--- src/rtl/boot_loader.sv ---
// -----------------------------------------------------------------------------
// boot_loader
//
// UART program loader for the single-cycle core's instruction memory.
// Receives a framed image (A5, LEN_LO, LEN_HI, LEN x 4 data bytes, CSUM) on an
// 8N1 serial line and writes little-endian 32-bit words into instruction
// memory. The core is held in reset until the image is accepted.
//
// Optional feature macro: BOOT_CHECKSUM_EN
//   defined   : the CSUM byte must equal the XOR of LEN_LO, LEN_HI and all
//               data bytes, otherwise the load ends in ERROR.
//   undefined : the CSUM byte is consumed but ignored; the load ends in DONE.
//
// Parameters:
//   CLKS_PER_BIT  clock cycles per UART bit (minimum 4)
//   ADDR_W        instruction-memory word-address width (capacity 2^ADDR_W)
//
// Ports:
//   clk         system clock
//   rst         asynchronous active-high reset
//   rx          UART receive line, idle high, asynchronous to clk
//   imem_addr   word address for the instruction-memory write port
//   imem_data   word to write
//   imem_wren   single-cycle write strobe
//   core_rst_n  active-low core reset, released only when the load is done
//   done        image loaded and accepted
//   error       load failed (sticky until rst)
// -----------------------------------------------------------------------------
module boot_loader #(
  parameter int CLKS_PER_BIT = 434,
  parameter int ADDR_W       = 8
) (
  input  logic              clk,
  input  logic              rst,
  input  logic              rx,
  output logic [ADDR_W-1:0] imem_addr,
  output logic [31:0]       imem_data,
  output logic              imem_wren,
  output logic              core_rst_n,
  output logic              done,
  output logic              error
);

  localparam int CNT_W = $clog2(CLKS_PER_BIT);
  localparam logic [CNT_W-1:0] CNT_ONE   = CNT_W'(1);
  localparam logic [CNT_W-1:0] BIT_LAST  = CNT_W'(CLKS_PER_BIT - 1);
  localparam logic [CNT_W-1:0] HALF_LAST = CNT_W'(CLKS_PER_BIT / 2 - 1);

  // Largest legal LEN is the full memory capacity.
  localparam logic [16:0]     MAX_LEN = 17'(1) << ADDR_W;
  localparam logic [ADDR_W:0] WRD_ONE = (ADDR_W + 1)'(1);

  // Receiver states
  localparam logic [1:0] RX_IDLE  = 2'd0;
  localparam logic [1:0] RX_START = 2'd1;
  localparam logic [1:0] RX_DATA  = 2'd2;
  localparam logic [1:0] RX_STOP  = 2'd3;

  // Frame states
  localparam logic [2:0] S_IDLE   = 3'd0;
  localparam logic [2:0] S_LEN_LO = 3'd1;
  localparam logic [2:0] S_LEN_HI = 3'd2;
  localparam logic [2:0] S_DATA   = 3'd3;
  localparam logic [2:0] S_CSUM   = 3'd4;
  localparam logic [2:0] S_DONE   = 3'd5;
  localparam logic [2:0] S_ERROR  = 3'd6;

  // ---------------------------------------------------------------------------
  // Synchroniser and start-edge history
  // ---------------------------------------------------------------------------
  logic rx_meta_q, rx_sync_q, rx_prev_q;

  // NOTE: sequential state uses non-blocking (<=) so every flop samples the
  // pre-edge value of its source; blocking here would collapse the chain.
  always_ff @(posedge clk or posedge rst) begin
    if (rst) begin
      // Line idles high; resetting to 1 avoids a false start edge.
      rx_meta_q <= 1'b1;
      rx_sync_q <= 1'b1;
      rx_prev_q <= 1'b1;
    end else begin
      rx_meta_q <= rx;
      rx_sync_q <= rx_meta_q;
      rx_prev_q <= rx_sync_q;
    end
  end

  // ---------------------------------------------------------------------------
  // UART byte receiver
  // ---------------------------------------------------------------------------
  logic [1:0]       rx_state_q, rx_state_d;
  logic [CNT_W-1:0] clk_cnt_q, clk_cnt_d;
  logic [2:0]       bit_idx_q, bit_idx_d;
  logic [7:0]       shift_q, shift_d;
  logic             byte_valid_q, byte_valid_d;
  logic             frame_err_q, frame_err_d;

  // NOTE: every always_comb output gets a default first, so no path leaves a
  // signal unassigned and no latch is inferred.
  always_comb begin
    rx_state_d   = rx_state_q;
    clk_cnt_d    = clk_cnt_q;
    bit_idx_d    = bit_idx_q;
    shift_d      = shift_q;
    byte_valid_d = 1'b0;
    frame_err_d  = 1'b0;
    case (rx_state_q)
      RX_IDLE: begin
        if (rx_prev_q && !rx_sync_q) begin
          rx_state_d = RX_START;
          clk_cnt_d  = '0;
        end
      end
      RX_START: begin
        if (clk_cnt_q == HALF_LAST) begin
          clk_cnt_d = '0;
          bit_idx_d = '0;
          // Start bit must still be low at its centre, else it was a glitch.
          rx_state_d = rx_sync_q ? RX_IDLE : RX_DATA;
        end else begin
          clk_cnt_d = clk_cnt_q + CNT_ONE;
        end
      end
      RX_DATA: begin
        if (clk_cnt_q == BIT_LAST) begin
          clk_cnt_d = '0;
          shift_d   = {rx_sync_q, shift_q[7:1]};  // LSB arrives first
          if (bit_idx_q == 3'd7) rx_state_d = RX_STOP;
          else                   bit_idx_d  = bit_idx_q + 3'd1;
        end else begin
          clk_cnt_d = clk_cnt_q + CNT_ONE;
        end
      end
      default: begin  // RX_STOP
        if (clk_cnt_q == BIT_LAST) begin
          clk_cnt_d  = '0;
          rx_state_d = RX_IDLE;
          if (rx_sync_q) byte_valid_d = 1'b1;
          else           frame_err_d  = 1'b1;
        end else begin
          clk_cnt_d = clk_cnt_q + CNT_ONE;
        end
      end
    endcase
  end

  always_ff @(posedge clk or posedge rst) begin
    if (rst) begin
      rx_state_q   <= RX_IDLE;
      clk_cnt_q    <= '0;
      bit_idx_q    <= '0;
      shift_q      <= '0;
      byte_valid_q <= 1'b0;
      frame_err_q  <= 1'b0;
    end else begin
      rx_state_q   <= rx_state_d;
      clk_cnt_q    <= clk_cnt_d;
      bit_idx_q    <= bit_idx_d;
      shift_q      <= shift_d;
      byte_valid_q <= byte_valid_d;
      frame_err_q  <= frame_err_d;
    end
  end

  // ---------------------------------------------------------------------------
  // Frame parser and word assembler
  // ---------------------------------------------------------------------------
  logic [2:0]        state_q, state_d;
  logic [7:0]        len_lo_q, len_lo_d;
  logic [ADDR_W:0]   len_words_q, len_words_d;
  logic [ADDR_W:0]   cnt_q, cnt_d;
  logic [1:0]        lane_q, lane_d;
  logic [23:0]       asm_q, asm_d;      // lanes 0..2; lane 3 goes straight out
  logic [ADDR_W-1:0] addr_q, addr_d;
  logic [31:0]       data_q, data_d;
  logic              wren_q, wren_d;
  logic [15:0]       len_full;
`ifdef BOOT_CHECKSUM_EN
  logic [7:0]        csum_q, csum_d;
`endif

  // shift_q holds the byte for the whole cycle byte_valid_q is high.
  assign len_full = {shift_q, len_lo_q};

  always_comb begin
    state_d     = state_q;
    len_lo_d    = len_lo_q;
    len_words_d = len_words_q;
    cnt_d       = cnt_q;
    lane_d      = lane_q;
    asm_d       = asm_q;
    addr_d      = addr_q;
    data_d      = data_q;
    wren_d      = 1'b0;
`ifdef BOOT_CHECKSUM_EN
    csum_d      = csum_q;
`endif
    if (frame_err_q && state_q != S_DONE && state_q != S_ERROR) begin
      state_d = S_ERROR;
    end else if (byte_valid_q) begin
      case (state_q)
        S_IDLE: begin
          if (shift_q == 8'hA5) state_d = S_LEN_LO;
        end
        S_LEN_LO: begin
          len_lo_d = shift_q;
          state_d  = S_LEN_HI;
`ifdef BOOT_CHECKSUM_EN
          csum_d   = csum_q ^ shift_q;
`endif
        end
        S_LEN_HI: begin
`ifdef BOOT_CHECKSUM_EN
          csum_d = csum_q ^ shift_q;
`endif
          // Bounding LEN here is what guarantees imem_addr never wraps.
          if ({1'b0, len_full} > MAX_LEN) begin
            state_d = S_ERROR;
          end else begin
            len_words_d = len_full[ADDR_W:0];
            cnt_d       = '0;
            lane_d      = '0;
            state_d     = (len_full == 16'd0) ? S_CSUM : S_DATA;
          end
        end
        S_DATA: begin
`ifdef BOOT_CHECKSUM_EN
          csum_d = csum_q ^ shift_q;
`endif
          case (lane_q)
            2'd0: asm_d[7:0]   = shift_q;
            2'd1: asm_d[15:8]  = shift_q;
            2'd2: asm_d[23:16] = shift_q;
            default: begin
              data_d = {shift_q, asm_q};
              addr_d = cnt_q[ADDR_W-1:0];
              wren_d = 1'b1;
              cnt_d  = cnt_q + WRD_ONE;
              if (cnt_q + WRD_ONE == len_words_q) state_d = S_CSUM;
            end
          endcase
          lane_d = lane_q + 2'd1;
        end
        S_CSUM: begin
`ifdef BOOT_CHECKSUM_EN
          state_d = (shift_q == csum_q) ? S_DONE : S_ERROR;
`else
          state_d = S_DONE;
`endif
        end
        default: ;  // DONE and ERROR are terminal
      endcase
    end
  end

  always_ff @(posedge clk or posedge rst) begin
    if (rst) begin
      state_q     <= S_IDLE;
      len_lo_q    <= '0;
      len_words_q <= '0;
      cnt_q       <= '0;
      lane_q      <= '0;
      asm_q       <= '0;
      addr_q      <= '0;
      data_q      <= '0;
      wren_q      <= 1'b0;
`ifdef BOOT_CHECKSUM_EN
      csum_q      <= '0;
`endif
    end else begin
      state_q     <= state_d;
      len_lo_q    <= len_lo_d;
      len_words_q <= len_words_d;
      cnt_q       <= cnt_d;
      lane_q      <= lane_d;
      asm_q       <= asm_d;
      addr_q      <= addr_d;
      data_q      <= data_d;
      wren_q      <= wren_d;
`ifdef BOOT_CHECKSUM_EN
      csum_q      <= csum_d;
`endif
    end
  end

  assign imem_addr  = addr_q;
  assign imem_data  = data_q;
  assign imem_wren  = wren_q;
  assign done       = (state_q == S_DONE);
  assign core_rst_n = (state_q == S_DONE);  // a failed image never runs
  assign error      = (state_q == S_ERROR);

endmodule

--- config.mk ---
export PLATFORM = sky130hd
export DESIGN_NAME = boot_loader
export DESIGN_NICKNAME = d
export VERILOG_FILES = /design/src/rtl/boot_loader.sv
export SDC_FILE = /design/constraint.sdc
export NUM_CORES = 1
export LEC_CHECK = 0
export ABC_CLOCK_PERIOD_IN_PS = 13450
export CAP_MARGIN = 10
export CORE_MARGIN = 2
export CORE_UTILIZATION = 44
export DETAILED_ROUTE_END_ITERATION = 16
export GPL_TIMING_DRIVEN = 0
export MAX_ROUTING_LAYER = met4
export PLACE_DENSITY_LB_ADDON = 0.2
export SETUP_SLACK_MARGIN = 0.02
export SLEW_MARGIN = 20
export SYNTH_ARGS = -nofsm -noshare
export SYNTH_HDL_FRONTEND = slang
export SYNTH_SLANG_ARGS = --single-unit
--- constraint.sdc ---
create_clock -name clk -period 13.45 [get_ports clk]
set_input_delay 3.3625 -clock clk [delete_from_list [all_inputs] [get_ports clk]]
set_output_delay 3.3625 -clock clk [all_outputs]
set_load 0.005 [all_outputs]
==> results of run 1 <==
[cell usage after synthesis, drive strengths merged (10+ instances only)]
library cell / n
a21oi: 10
inv: 13
ha: 10
mux2: 51
o21ai: 19
nand3: 12
xnor2: 11
clkbuf: 20
xor2: 10
dfrtp: 120
nor2: 11
nand2: 145
[flip-flops by register name, indices dropped and copies added, names as in the netlist]
register      flops
asm_q            24
rx_prev_q         1
shift_q           8
imem_wren         1
cnt_q             9
state_q           3
clk_cnt_q         9
lane_q            2
frame_err_q       1
len_lo_q          8
imem_addr         8
bit_idx_q         3
imem_data        32
rx_sync_q         1
rx_state_q        2
byte_valid_q      1
len_words_q       9
rx_meta_q         1
[cells by family (layout without fill, tap and decap cells)]
logic type      after synthesis  after routing  share of synthesized area (%)
compound gates               54             54                           6.57
xor+xnor                     21             21                           3.39
fa+ha+maj                    10             10                           2.31
buf+inv                      37            115                           2.79
flops                       123            123                           56.8
mux                          52             52                           10.8
simple gates                210            210                           17.4
[cell type report]
cell class / count / area share [%]
well taps: 147 / 2.77
clock inverters: 6 / 0.959
inverters: 14 / 0.865
flip-flops and latches: 123 / 46.3
plain buffers: 23 / 1.49
clock buffers: 25 / 7.30
repair buffers: 47 / 7.34
multi-input cells: 347 / 33.0
[power by group]
| group | internal [W] | total [W] | leakage (nW) | switching [W] |
|---|---|---|---|---|
| sequential | 0.000380 | 0.000387 | 1.70 | 0.00000750 |
| combinational | 0.0000221 | 0.0000602 | 1.29 | 0.0000380 |
| clock | 0.000267 | 0.000420 | 0.263 | 0.000153 |
[metrics by stage]
step / setup slack (ps) / util (%) / cells / instance area, um^2
6_report: 7780 / 55.4 / 732 / 6650
5_1_grt: 7590 / 55.4 / 732 / 6650
4_1_cts: 7750 / 55.4 / 732 / 6650
3_5_place_dp: 8200 / 50.8 / 701 / 6100
3_3_place_gp: 5150 / 50.5 / 700 / 6070
2_1_floorplan: 6820 / - / 507 / 5430
[path summary, 6_finish.rpt]
kind / start / slack, ps / endpoint
hold reg to reg: rx_meta_q / 350 / rx_sync_q
setup / recovery: state_q[0] / 7780 / done
setup reg to reg: state_q[1] / 10670 / cnt_q[5]
hold / removal: rx_meta_q / 350 / rx_sync_q
max in group asynchronous: rst / 9350 / imem_addr[5]
min in group asynchronous: rst / 3420 / imem_data[8]
[per-layer routing]
layer | vias up | GRT usage [%] | routed length [um]
li1 | 1858 | - | -
met1 | 1881 | 25.5 | 5450
met2 | 78 | 30.1 | 5490
met3 | 11 | 4.27 | 372
met4 | 0 | 8.27 | 150
met5 | - | - | 0
[cells in the final DEF, fill, tap and decap left out, types with 11 or more instances in the layout]
master,netlist,final
o21ai_0,14,14
nand3_1,12,12
clkbuf_16,0,17
nand2_1,145,145
clkdlybuf4s50_1,0,46
nor2_1,11,11
inv_1,13,12
dfrtp_1,120,120
clkbuf_1,20,25
mux2_2,51,51
xnor2_1,11,11
==> metrics, run 1 <==
fraction of layout cells with a size suffix above 1 15.2%; total grt overflow 0; delay-heaviest family, CP buffers and inverters; crit path capture type output pin; port buffer count 46; Crit Path Max Fanout 9; syn nets 520; vias per inst 5.23; max incr delay on CP 480 ps; FF/Latch Area 3080 um^2; status finished, final reports clean; Max clock buf depth 2; Max Cap Viol 0; CP bufs+invs 4; Slew Limit Fails 0; Clock Latency Late Sink 410 ps; Resize count post-CTS 0; YS warnings 0; peak supply drop 99.2 uV; fill count 1050; Iter 0 DRT Violations 290; GRT Total Usage 19.7%; drt pass-1 iters 4; Seq/Total Area, Yosys 56.8%; Hold Fails Final Rpt 0; Final setup violation count 0; critical path cell sequence clkbuf_1 > clkinv_1 > nor3b_1 > buf_4 > clkdlybuf4s50_1; CP Launch Type flip-flop; CTS root buffer clkbuf_16; Setup CP Type flip-flop to output pin; io pins 47; H-tree depth 4; CTS tree yes; top cells by area, synth dfrtp_1 (55%), mux2_2 (11%), nand2_1 (10%), ha_1 (2.3%), xnor2_1 (1.8%); Inserted Clock Buffers 17; slowest cell on the critical path clkdlybuf4s50_1; synthesized area 5430 um^2; post-synth cell types 53; remaining antenna violation count 0; Pwr Total 0.000868 W; hold slack 354 ps; antenna diode count 0; row count 40; RSZ-0062 raised after global routing no; FFs w/ async S/R, synth 100%; Die Area 13200 um^2; number of global-route vias before repair 3904; number of flops mapped to enable cells by yosys 0; average size of a mapped cell 10.7 um^2; DP HPWL 7.70 mm; Synth Instances 507; first-pass GRT wire length 19.4 mm; antenna violations before repair 0; r2r worst-path depth 9; CP arrival 2310 ps; Power Dens Cells 130 nW/um^2; setup tns final 0 ps; Peak Freq 176 MHz; die height 115 um; fin crit share 42.1%; largest net degree at the start of global routing 65; Hold Crit Depth 0; Starting Density 45.2%; area share of the largest cell type after synthesis 55.4%; Routed Wire Length 11.5 mm; Setup Skew 6.50 ps; # DRC 0; clock transition at the registers of the reported paths 50 ps; fin crit period 5670 ps; drt wl/cell 15.7 um; CTS Hold Bufs 0; Sink Count 123; top_reg_cell synth dfrtp_1; RePlAce Congestion 0.830; area of the multi-input gates 2190 um^2; Worst slew margin 32.7%; Worst Hold Class flip-flop to flip-flop; Critical Path RT 10090 ps; Yosys reg bits 123; Area growth syn-to-layout 22.6%; final net count 586; Pleak 3.26 nW; Crit path depth 5; Vias 3828; Core Region 12000 um^2; Die Wd 115 um; largest area contributor in the netlist dfrtp_1; worst-margin pin slew 1000 ps; Post-CTS Setup Repair Bufs 0
No activity file was read; power rests on OpenSTA's default activity.
==> run 2, diff against run 1 <==
ABC_CLOCK_PERIOD_IN_PS = 5350   (was 13450)
clock period = 5.35 ns   (was 13.45 ns; I/O delays follow)
==> results of run 2 <==
Same layout as run 1 (identical final DEF). Status: finished, final reports clean.
Among the figures that moved: setup slack after placement 8200 ps -> 2130 ps; setup slack after layout 7780 ps -> 1710 ps; register-to-register setup slack 10670 ps -> 2570 ps; total power 0.000868 W -> 0.00218 W; worst IR drop on VDD 99.2 uV -> 249 uV
==> run 3, diff against run 2 <==
ABC_CLOCK_PERIOD_IN_PS = 3300   (was 5350)
clock period = 3.3 ns   (was 5.35 ns; I/O delays follow)
==> metrics, run 3 (same netlist as run 1, synthesis figures left out) <==
status finished, final reports clean; Inserted Clock Buffers 17; H-tree depth 4; most common cell after layout, fill and taps aside nand2_1; Max Cap Viol 0; GRT Total Usage 19.5%; hold path endpoint rx_sync_q; RePlAce Congestion 0.838; total grt overflow 0; CTS tree yes; Clock Latency Late Sink 400 ps; number of global-route vias before repair 3917; hold slack 354 ps; worst r2r src state_q[1]; Core Region 12000 um^2; Setup CP Type flip-flop to output pin; Die Area 13200 um^2; CP Launch Type flip-flop; peak supply drop 406 uV; slowest cell on the critical path clkdlybuf4s50_1; fraction of layout cells with a size suffix above 1 16.0%; Area growth syn-to-layout 23.9%; Worst Min Path Start rx_meta_q; critical path cell sequence clkbuf_1 > clkinv_1 > nor3b_2 > buf_4 > clkdlybuf4s50_1; RSZ-0062 raised after global routing no; Iter 0 DRT Violations 243; Crit Path Max Fanout 9; largest net degree at the start of global routing 34; antenna diode count 0; r2r worst-path depth 9; Vias 3879; Max clock buf depth 2; R2R Setup Slk 370 ps; # DRC 0; Die Wd 115 um; number of flip-flops under the largest register name 32; Sink Count 123; max incr delay on CP 480 ps; fin crit period 3050 ps; CP bufs+invs 4; fin crit share 92.5%; Worst Hold Class flip-flop to flip-flop; final net count 588; Hold Crit Depth 0; CTS root buffer clkbuf_16; drt wl/cell 15.6 um; delay-heaviest family, CP buffers and inverters; Routed Wire Length 11.5 mm; Final setup violation count 0; antenna violations before repair 0; io pins 47; Critical Path RT 2470 ps; Slew Limit Fails 0; worst-margin pin slew 900 ps; Hold Fails Final Rpt 0; remaining antenna violation count 0; Starting Density 45.2%; worst r2r dst imem_data[15]; clock transition at the registers of the reported paths 50 ps; row count 40; commonest cells after routing, fill and taps aside nand2_1 (145), dfrtp_1 (120), mux2_2 (51), clkdlybuf4s50_1 (46), clkbuf_1 (24); die height 115 um; first-pass GRT wire length 19.4 mm; setup tns final 0 ps; Worst slew margin 39.5%; Final Cell Area 6720 um^2; Pleak 3.29 nW; crit path capture type output pin; CP arrival 2230 ps; Setup Skew 8.22 ps; drt pass-1 iters 4; DP HPWL 7.96 mm; vias per inst 5.28; port buffer count 46; Power Dens Cells 542 nW/um^2; fin util 56.0%; Peak Freq 328 MHz; Post-DP Area 6130 um^2; Post-CTS Setup Repair Bufs 0
==> run 3: cell count changes in the layout (fill, tap and decap cells not counted), sizes merged <==
| cell | previous run | this run |
|---|---|---|
| bufinv | 1 | 2 |
| clkinv | 4 | 5 |
| inv | 13 | 12 |
| buf | 4 | 6 |
==> run 3: per-stage QoR <==
stage | worst slack (ps) | instances | power [W]
after floorplan | 940 | 507 | 0.00179
after CTS | 154 | 735 | 0.00368
after global routing | 50.6 | 735 | 0.00379
after global placement | -129 | 700 | 0.00184
final | 247 | 735 | 0.00364
after detailed placement | 466 | 703 | 0.00185
==> run 3: repair_timing <==
action                                  4_1_cts  5_1_grt
hold buffers                                  0        0
resized for setup                             0        1
endpoints found under the setup margin        0        2
==> run 3: layout make-up <==
class | instances | area (um^2)
sequential | 123 | 3080
timing repair buffer | 49 | 520
multi-input combinational | 347 | 2200
fill | 1070 | 5290
buffer | 23 | 98.8
clock inverter | 7 | 87.6
tap | 147 | 184
clock buffer | 25 | 495
inverter | 14 | 56.3
==> run 3: layer usage <==
layer	vias to the layer above	GRT usage, %	wire length (um)
li1	1862	-	-
met1	1936	25.2	5330
met2	72	31.3	5710
met3	9	4.11	315
met4	0	5.78	108
met5	-	-	0
==> run 3: power breakdown <==
| part | internal, W | total [W] | switching, W |
|---|---|---|---|
| sequential | 0.00155 | 0.00158 | 0.0000300 |
| combinational | 0.0000942 | 0.000248 | 0.000153 |
| clock | 0.00119 | 0.00182 | 0.000632 |
==> run 3: worst max path at each step <==
stage                     cells after the start        from           end
after floorplan                               7  shift_q[1]      cnt_q[8]
after global placement                        2         rst  imem_addr[5]
after detailed placement                      9  state_q[1]      cnt_q[5]
after CTS                                     5  state_q[0]          done
after global routing                          5  state_q[0]          done
final                                         5  state_q[0]          done
